<file path="src/rtl/byte_burst_serializer.sv">
// Splits one packed NUM-byte word into NUM byte beats (LSB first) and reports the sum of the beats sent.
// First beat 1 cycle after accept; in_ready is combinational from out_ready so words follow each other with no bubble.
module byte_burst_serializer #(
  parameter int DATA_W = 8,
  parameter int NUM    = 4,
  parameter int SUM_W  = DATA_W + $clog2(NUM)
) (
  input  logic                  clk,
  input  logic                  rst_n,
  input  logic                  in_valid_i,
  output logic                  in_ready_o,
  input  logic [NUM*DATA_W-1:0] in_data_i,
  output logic                  out_valid_o,
  input  logic                  out_ready_i,
  output logic [DATA_W-1:0]     out_data_o,
  output logic                  out_last_o,
  output logic                  sum_valid_o,
  output logic [SUM_W-1:0]      sum_out_o
);

  localparam int WORD_W = NUM * DATA_W;
  localparam int CNT_W  = $clog2(NUM);
  localparam logic [CNT_W-1:0] LAST_CNT = CNT_W'(NUM - 1);

  typedef enum logic {IDLE, SEND} state_t;

  state_t              state_q, state_d;
  logic [WORD_W-1:0]   word_q, word_d;
  logic [CNT_W-1:0]    cnt_q, cnt_d;
  logic [SUM_W-1:0]    acc_q, acc_d;
  logic [SUM_W-1:0]    sum_q, sum_d;

  logic                beat_xfer;
  logic                last_xfer;
  logic                in_ready;
  logic                word_xfer;
  logic [SUM_W-1:0]    beat_ext;
  logic [SUM_W-1:0]    sum_now;

  always_ff @(posedge clk or negedge rst_n) begin
    if (!rst_n) begin
      state_q <= IDLE;
      word_q  <= '0;
      cnt_q   <= '0;
      acc_q   <= '0;
      sum_q   <= '0;
    end else begin
      state_q <= state_d;
      word_q  <= word_d;
      cnt_q   <= cnt_d;
      acc_q   <= acc_d;
      sum_q   <= sum_d;
    end
  end

  always_comb begin
    state_d   = state_q;
    word_d    = word_q;
    cnt_d     = cnt_q;
    acc_d     = acc_q;
    sum_d     = sum_q;
    beat_xfer = (state_q == SEND) && out_ready_i;
    last_xfer = beat_xfer && (cnt_q == LAST_CNT);
    in_ready  = (state_q == IDLE) || last_xfer;
    word_xfer = in_valid_i && in_ready;
    beat_ext  = {{(SUM_W - DATA_W){1'b0}}, word_q[DATA_W-1:0]};
    sum_now   = acc_q + beat_ext;

    if (last_xfer) begin
      sum_d   = sum_now;
      acc_d   = '0;
      state_d = IDLE;
    end else if (beat_xfer) begin
      // The word register shifts right so the current beat always sits in the low byte.
      acc_d  = sum_now;
      cnt_d  = cnt_q + 1'b1;
      word_d = {{DATA_W{1'b0}}, word_q[WORD_W-1:DATA_W]};
    end

    if (word_xfer) begin
      word_d  = in_data_i;
      cnt_d   = '0;
      state_d = SEND;
    end
  end

  assign in_ready_o  = in_ready;
  assign out_valid_o = (state_q == SEND);
  assign out_data_o  = word_q[DATA_W-1:0];
  assign out_last_o  = (state_q == SEND) && (cnt_q == LAST_CNT);
  // The sum pulse coincides with the last-beat transfer; between pulses the registered copy holds.
  assign sum_valid_o = last_xfer;
  assign sum_out_o   = last_xfer ? sum_now : sum_q;

endmodule

</file>
<file path="config.mk">
export PLATFORM = sky130hd
export DESIGN_NAME = byte_burst_serializer
export DESIGN_NICKNAME = d
export VERILOG_FILES = /design/src/rtl/byte_burst_serializer.sv
export SDC_FILE = /design/constraint.sdc
export NUM_CORES = 1
export LEC_CHECK = 0
export ABC_CLOCK_PERIOD_IN_PS = 2750
export BUFFER_PORTS_ARGS = -buffer_cell sky130_fd_sc_hd__clkbuf_2
export CAP_MARGIN = 5
export CORE_MARGIN = 5
export CORE_UTILIZATION = 45
export CTS_BUF_LIST = sky130_fd_sc_hd__clkbuf_8 sky130_fd_sc_hd__clkbuf_16
export DETAILED_ROUTE_END_ITERATION = 8
export PLACE_DENSITY = 0.74
export SLEW_MARGIN = 20
export SYNTH_ARGS = -nofsm -noshare
export SYNTH_HDL_FRONTEND = slang
export SYNTH_SLANG_ARGS = --single-unit
</file>
<file path="constraint.sdc">
create_clock -name clk -period 2.75 [get_ports clk]
set_clock_uncertainty 0.05 [all_clocks]
set_input_delay 0.275 -clock clk [delete_from_list [all_inputs] [get_ports clk]]
set_output_delay 0.275 -clock clk [all_outputs]
set_load 0.01 [all_outputs]
</file>
==> results of run 1 <==
## stage by stage
step           setup TNS (ns)  hold slack [ns]
3_5_place_dp                0            0.379
6_report                    0          0.00363
5_1_grt                -0.149           0.0834
2_1_floorplan               0          -0.0706
3_3_place_gp                0            0.361
4_1_cts                     0           0.0348
## metal layers
metal  wire length, µm  part of all wire (%)  global-route usage, %  up-vias
met5                 0                     0                      0        -
met4               104                   1.8                   4.82        0
met3               280                   5.0                   3.61       13
met2              2670                    47                   26.2       52
met1              2580                    46                   20.5      918
li1                  -                     -                      -     1020
## flip-flops by register name, indices dropped and copies added, names as in the netlist
register / flops
acc_q: 10
cnt_q: 2
out_valid_o: 1
sum_q: 10
word_q: 32
## layout make-up
| cell class | instances | area [µm²] | share of cell area [%] |
|---|---|---|---|
| sequential | 55 | 1380 | 44.1 |
| multi-input combinational | 192 | 1190 | 38.2 |
| timing repair buffer | 66 | 353 | 11.3 |
| tap | 75 | 93.8 | 3.01 |
| clock buffer | 6 | 82.6 | 2.65 |
| clock inverter | 2 | 16.3 | 0.521 |
| inverter | 2 | 7.51 | 0.241 |
## power by group through the flow
| stage | combinational [mW] | clock [mW] | sequential (mW) |
|---|---|---|---|
| 2_1_floorplan | 1.01 | 0 | 1.25 |
| 3_3_place_gp | 1.27 | 0 | 1.28 |
| 3_5_place_dp | 1.31 | 0 | 1.30 |
| 4_1_cts | 1.35 | 0.488 | 1.29 |
| 5_1_grt | 1.59 | 0.516 | 1.33 |
| 6_report | 1.40 | 0.479 | 1.29 |
## cells in the final DEF, fill, tap and decap left out, types with 2 or more instances in the layout
master	instances
nand2_1	76
clkbuf_2	56
dfrtp_1	55
o21ai_0	29
a22oi_1	16
buf_4	9
mux2i_1	8
ha_1	8
xor2_1	6
clkbuf_8	6
a21oi_1	5
o21ai_1	4
nand3_1	3
a21o_1	3
xnor2_1	3
inv_1	2
mux2_2	2
or2_2	2
nand2b_1	2
## cells by family (layout without fill, tap and decap cells)
logic type	Yosys count	count (layout)	share of synthesized area [%]
simple gates	94	94	15.0
buf+inv	24	76	5.05
xor+xnor	9	9	2.97
mux	10	10	3.87
fa+ha+maj	10	10	5.00
flops	55	55	51.9
compound gates	69	69	16.2
## timing repair
item                                    in CTS  in global routing
resized for setup                            5                  8
buffers inserted                             1                  3
endpoints found under the setup margin       3                  4
pin swaps                                    1                  8
## worst max-delay path by stage
stage | from | end | depth (start not counted)
floorplan | word_q[0] | sum_out_o[8] | 7
global placement | word_q[0] | sum_out_o[8] | 8
detailed placement | word_q[0] | sum_out_o[8] | 8
CTS | word_q[0] | sum_out_o[6] | 8
global route | word_q[0] | sum_out_o[8] | 8
finish | word_q[0] | sum_out_o[8] | 8
==> results.cfg, run 1 <==
[synthesis]
async_flop_share_pct = 100
synth_largest_area_cell = dfrtp_1
synth_area_leaders = dfrtp_1, nand2_1, o21ai_0
synth_edf_count = 0
syn_area_per_cell_um2 = 9.79
synth_cell_type_count = 39
synth_area_um2 = 2650
seq_area_frac_synth_pct = 51.9
yosysWarnings = 0
synth_nets = 317
ys_ff_latch = 55
synth_cells = 271
ys.flop_type = dfrtp_1
synth.most_common_cell = nand2_1
synth_common_cells = nand2_1, dfrtp_1, o21ai_0, a22oi_1, ha_1
netlist.area_leader.share_pct = 51.9

[place]
numPlacedInstances = 386
dpl_worst_slack_ns = 0.0932
place_hpwl_mm = 4.04
placed_area_um2 = 2950
place_congestion = 0.891
io_buffers = 57

[worst_setup_path]
r2r-end = acc_q[8]
crit_path_cell_trace = ha_4 -> fa_2 -> a211oi_4 -> nor3_2 -> a211oi_2 -> xor2_1 -> o21ai_1 -> buf_2
end_kind = primary output
reg2reg_slack_ns = 0.53
reg2regPathDepth = 8
critical_path_buf_inv_count = 1
critical_path_required_ns = 2.42
critical-path-max-stage-delay_ns = 0.44
cp_top_family = compound AO/OA/AOI/OAI gates
crit_fanout = 3
startpoint_type = flop
worstPathArrival_ns = 2.34
crit_slowest_cell = dfrtp_1
reg2reg_from = word_q[0]
path_class = flop to primary output

[route]
via_per_inst = 5.03
post-route-drc-count = 0
ant_nets = 0
drtPass1Iterations = 4
vias = 2003
wire_per_inst_um = 14.2
first_iter_violations = 80
drt_wl_total_mm = 5.64

[floorplan]
num_rows = 28
die_y_um = 86.8
start_util_pct = 45.6
die_w_um = 86.8
coreArea_um2 = 5820
dieArea_um2 = 7530
ios = 58

[cells_and_area]
areaGrowthSynthToFinish_pct = 17.6
design_area_um2 = 3120
antennaDiodeCount = 0
fin_util_pct = 53.7
num-fill-cells = 559
fin_nets = 368
layout-drive-gt1-share_pct = 27.9
instances_no_fill = 398

[global_route]
grt_start_max_net_pins = 40
grt_pass1_vias = 2079
grt_first_pass_wirelength_mm = 9.49
grt_usage_pct = 15.8
antenna_found_initial = 0
grt_overflow = 0

[run]
drv_cap = 0

[power]
p_per_area_nw_per_um2 = 1010
power_frac_seq_pct = 40.8
internal_power_mw = 1.91
p_leak_nw = 1.59
ir_worst_vdd_mv = 0.415
p_clk_share_pct = 15.1
p_switching_mw = 1.26
comb_power_share_pct = 44.1
p_total_mw = 3.16
netSwitchingFraction_pct = 39.7

[clocking]
clkLatencyLatePin_ns = 0.31
cts_buffers = 5
clkSinkCount = 55
cts_tree = built
clockBufferDepth = 2
cts-root-buf = clkbuf_8
cts_htree_levels = 2
cts_hold_buf = 0
path_clk_slew_ns = 0.10

[timing]
fmax_mhz = 375
fin_crit_sh_pct = 97.0
tightest_slew_ns = 0.847
hold_viol = 0
setup_viol = 0
min_period_ns = 2.67
finalMaxSlewViolations = 0
worst_slack_ns = 0.0838
maxSlewHeadroom_pct = 43.5

[worst_hold_path]
min_path_type = input port to async pin

[status]
status = finished clean
No activity file was read; power rests on OpenSTA's default activity.
==> run 2: changes to the inputs <==
BUFFER_PORTS_ARGS = unset   (was -buffer_cell sky130_fd_sc_hd__clkbuf_2)
CTS_CLUSTER_DIAMETER = 30   (was unset)
DONT_BUFFER_PORTS = 1   (was unset)
MAX_ROUTING_LAYER = met4   (was unset)
PLACE_DENSITY = 0.66   (was 0.74)
==> results.cfg, run 2 (synthesis results as in run 1) <==
[status]
status = finished clean

[route]
vias = 1824
via_per_inst = 5.35
post-route-drc-count = 0
first_iter_violations = 61
drtPass1Iterations = 4
wire_per_inst_um = 15.8
drt_wl_total_mm = 5.39
ant_nets = 0

[clocking]
cts_tree = built
cts-root-buf = clkbuf_8
clkSinkCount = 55
path_clk_slew_ns = 0.10
cts_buffers = 5
clockBufferDepth = 2
clkLatencyLatePin_ns = 0.31
cts_htree_levels = 2

[timing]
tightest_slew_ns = 0.648
fmax_mhz = 371
fin_crit_sh_pct = 98.1
maxSlewHeadroom_pct = 56.8
setup_viol = 0
finalMaxSlewViolations = 0
tns_ns = 0
hold_ws_ns = 0.0203
hold_viol = 0
grt_setup_unrepaired = yes
min_period_ns = 2.70

[floorplan]
die_y_um = 86.8
die_w_um = 86.8
coreArea_um2 = 5820
num_rows = 28
start_util_pct = 45.6
ios = 58
dieArea_um2 = 7530

[place]
place_hpwl_mm = 3.75
io_buffers = 0
placed_area_um2 = 2670
place_congestion = 0.751

[cells_and_area]
areaGrowthSynthToFinish_pct = 7.64
antennaDiodeCount = 0
layout-drive-gt1-share_pct = 11.7
final_cell_mix = nand2_1, dfrtp_1, o21ai_0
design_area_um2 = 2860
final_common_cell = nand2_1
num-fill-cells = 582
largest_register_ffs = 32
fin_nets = 311
top_regs = word_q (32), acc_q (10), sum_q (10)
fin_util_pct = 49.1
top_register = word_q

[global_route]
grt_usage_pct = 16.0
grt_first_pass_wirelength_mm = 9.31
antenna_found_initial = 0
grt_pass1_vias = 1913
grt_overflow = 0
grt_start_max_net_pins = 56

[worst_setup_path]
crit_fanout = 3
critical_path_required_ns = 2.42
worstPathArrival_ns = 2.37
end_kind = primary output
path_class = flop to primary output
startpoint_type = flop

[power]
ir_worst_vdd_mv = 0.444
p_per_area_nw_per_um2 = 1080
p_leak_nw = 1.36

[run]
drv_cap = 0

[worst_hold_path]
min_path_type = input port to flop
## run 2: path summary, 6_finish.rpt
path | startpoint | end | slack, ns | depth (start not counted)
min reg2reg | word_q[14] | word_q[14] | 0.43 | 2
max reg2reg | word_q[1] | sum_q[9] | 0.53 | 6
min in group asynchronous | rst_n | sum_q[3] | 0.43 | 2
max in group asynchronous | rst_n | sum_q[5] | 1.98 | 2
min | in_valid_i | out_valid_o | 0.02 | 1
max | word_q[0] | sum_out_o[8] | 0.05 | 8
## run 2: metal layers
layer | global-route usage, % | vias to the layer above | part of all wire (%)
li1 | - | 913 | -
met3 | 5.32 | 11 | 7.3
met2 | 25.7 | 45 | 48
met4 | 3.97 | 0 | 1.8
met1 | 19.6 | 855 | 43
met5 | - | - | 0
## run 2: layout make-up
type	instances	area, µm²	area share [%]
clock inverter	2	35.0	1.23
inverter	2	7.51	0.263
multi-input combinational	192	1170	41.0
timing repair buffer	9	90.1	3.16
clock buffer	6	82.6	2.89
tap	75	93.8	3.29
sequential	55	1380	48.2
## run 2: repair_timing
action,4_1_cts,5_1_grt
resized for setup,5,4
endpoints found under the hold margin,55,0
pin swaps,1,6
setup endpoints to repair,3,4
hold buffers,2,0
setup buffers,0,2
## run 2: metrics by stage
stage	power [mW]	instances	setup WS, ns
finish	3.08	341	0.0525
global route	3.36	341	-0.0624
CTS	3.08	339	0.0520
detailed placement	2.48	329	0.147
global placement	2.44	329	0.221
floorplan	2.26	271	0.326
## run 2: worst max-delay path, stage by stage, from the launching register on
cell      delay (ns)
dfrtp_1         0.40
ha_2            0.21
fa_2            0.40
a211oi_2        0.26
nor3_2          0.08
a211oi_2        0.30
xor2_1          0.11
o21ai_1         0.17
buf_4           0.15
## run 2: report_power, final
group	total, mW	switching (mW)	internal, mW
Clock	0.559	0.264	0.295
Combinational	1.21	0.728	0.486
Sequential	1.30	0.197	1.11
Total	3.08	1.19	1.89
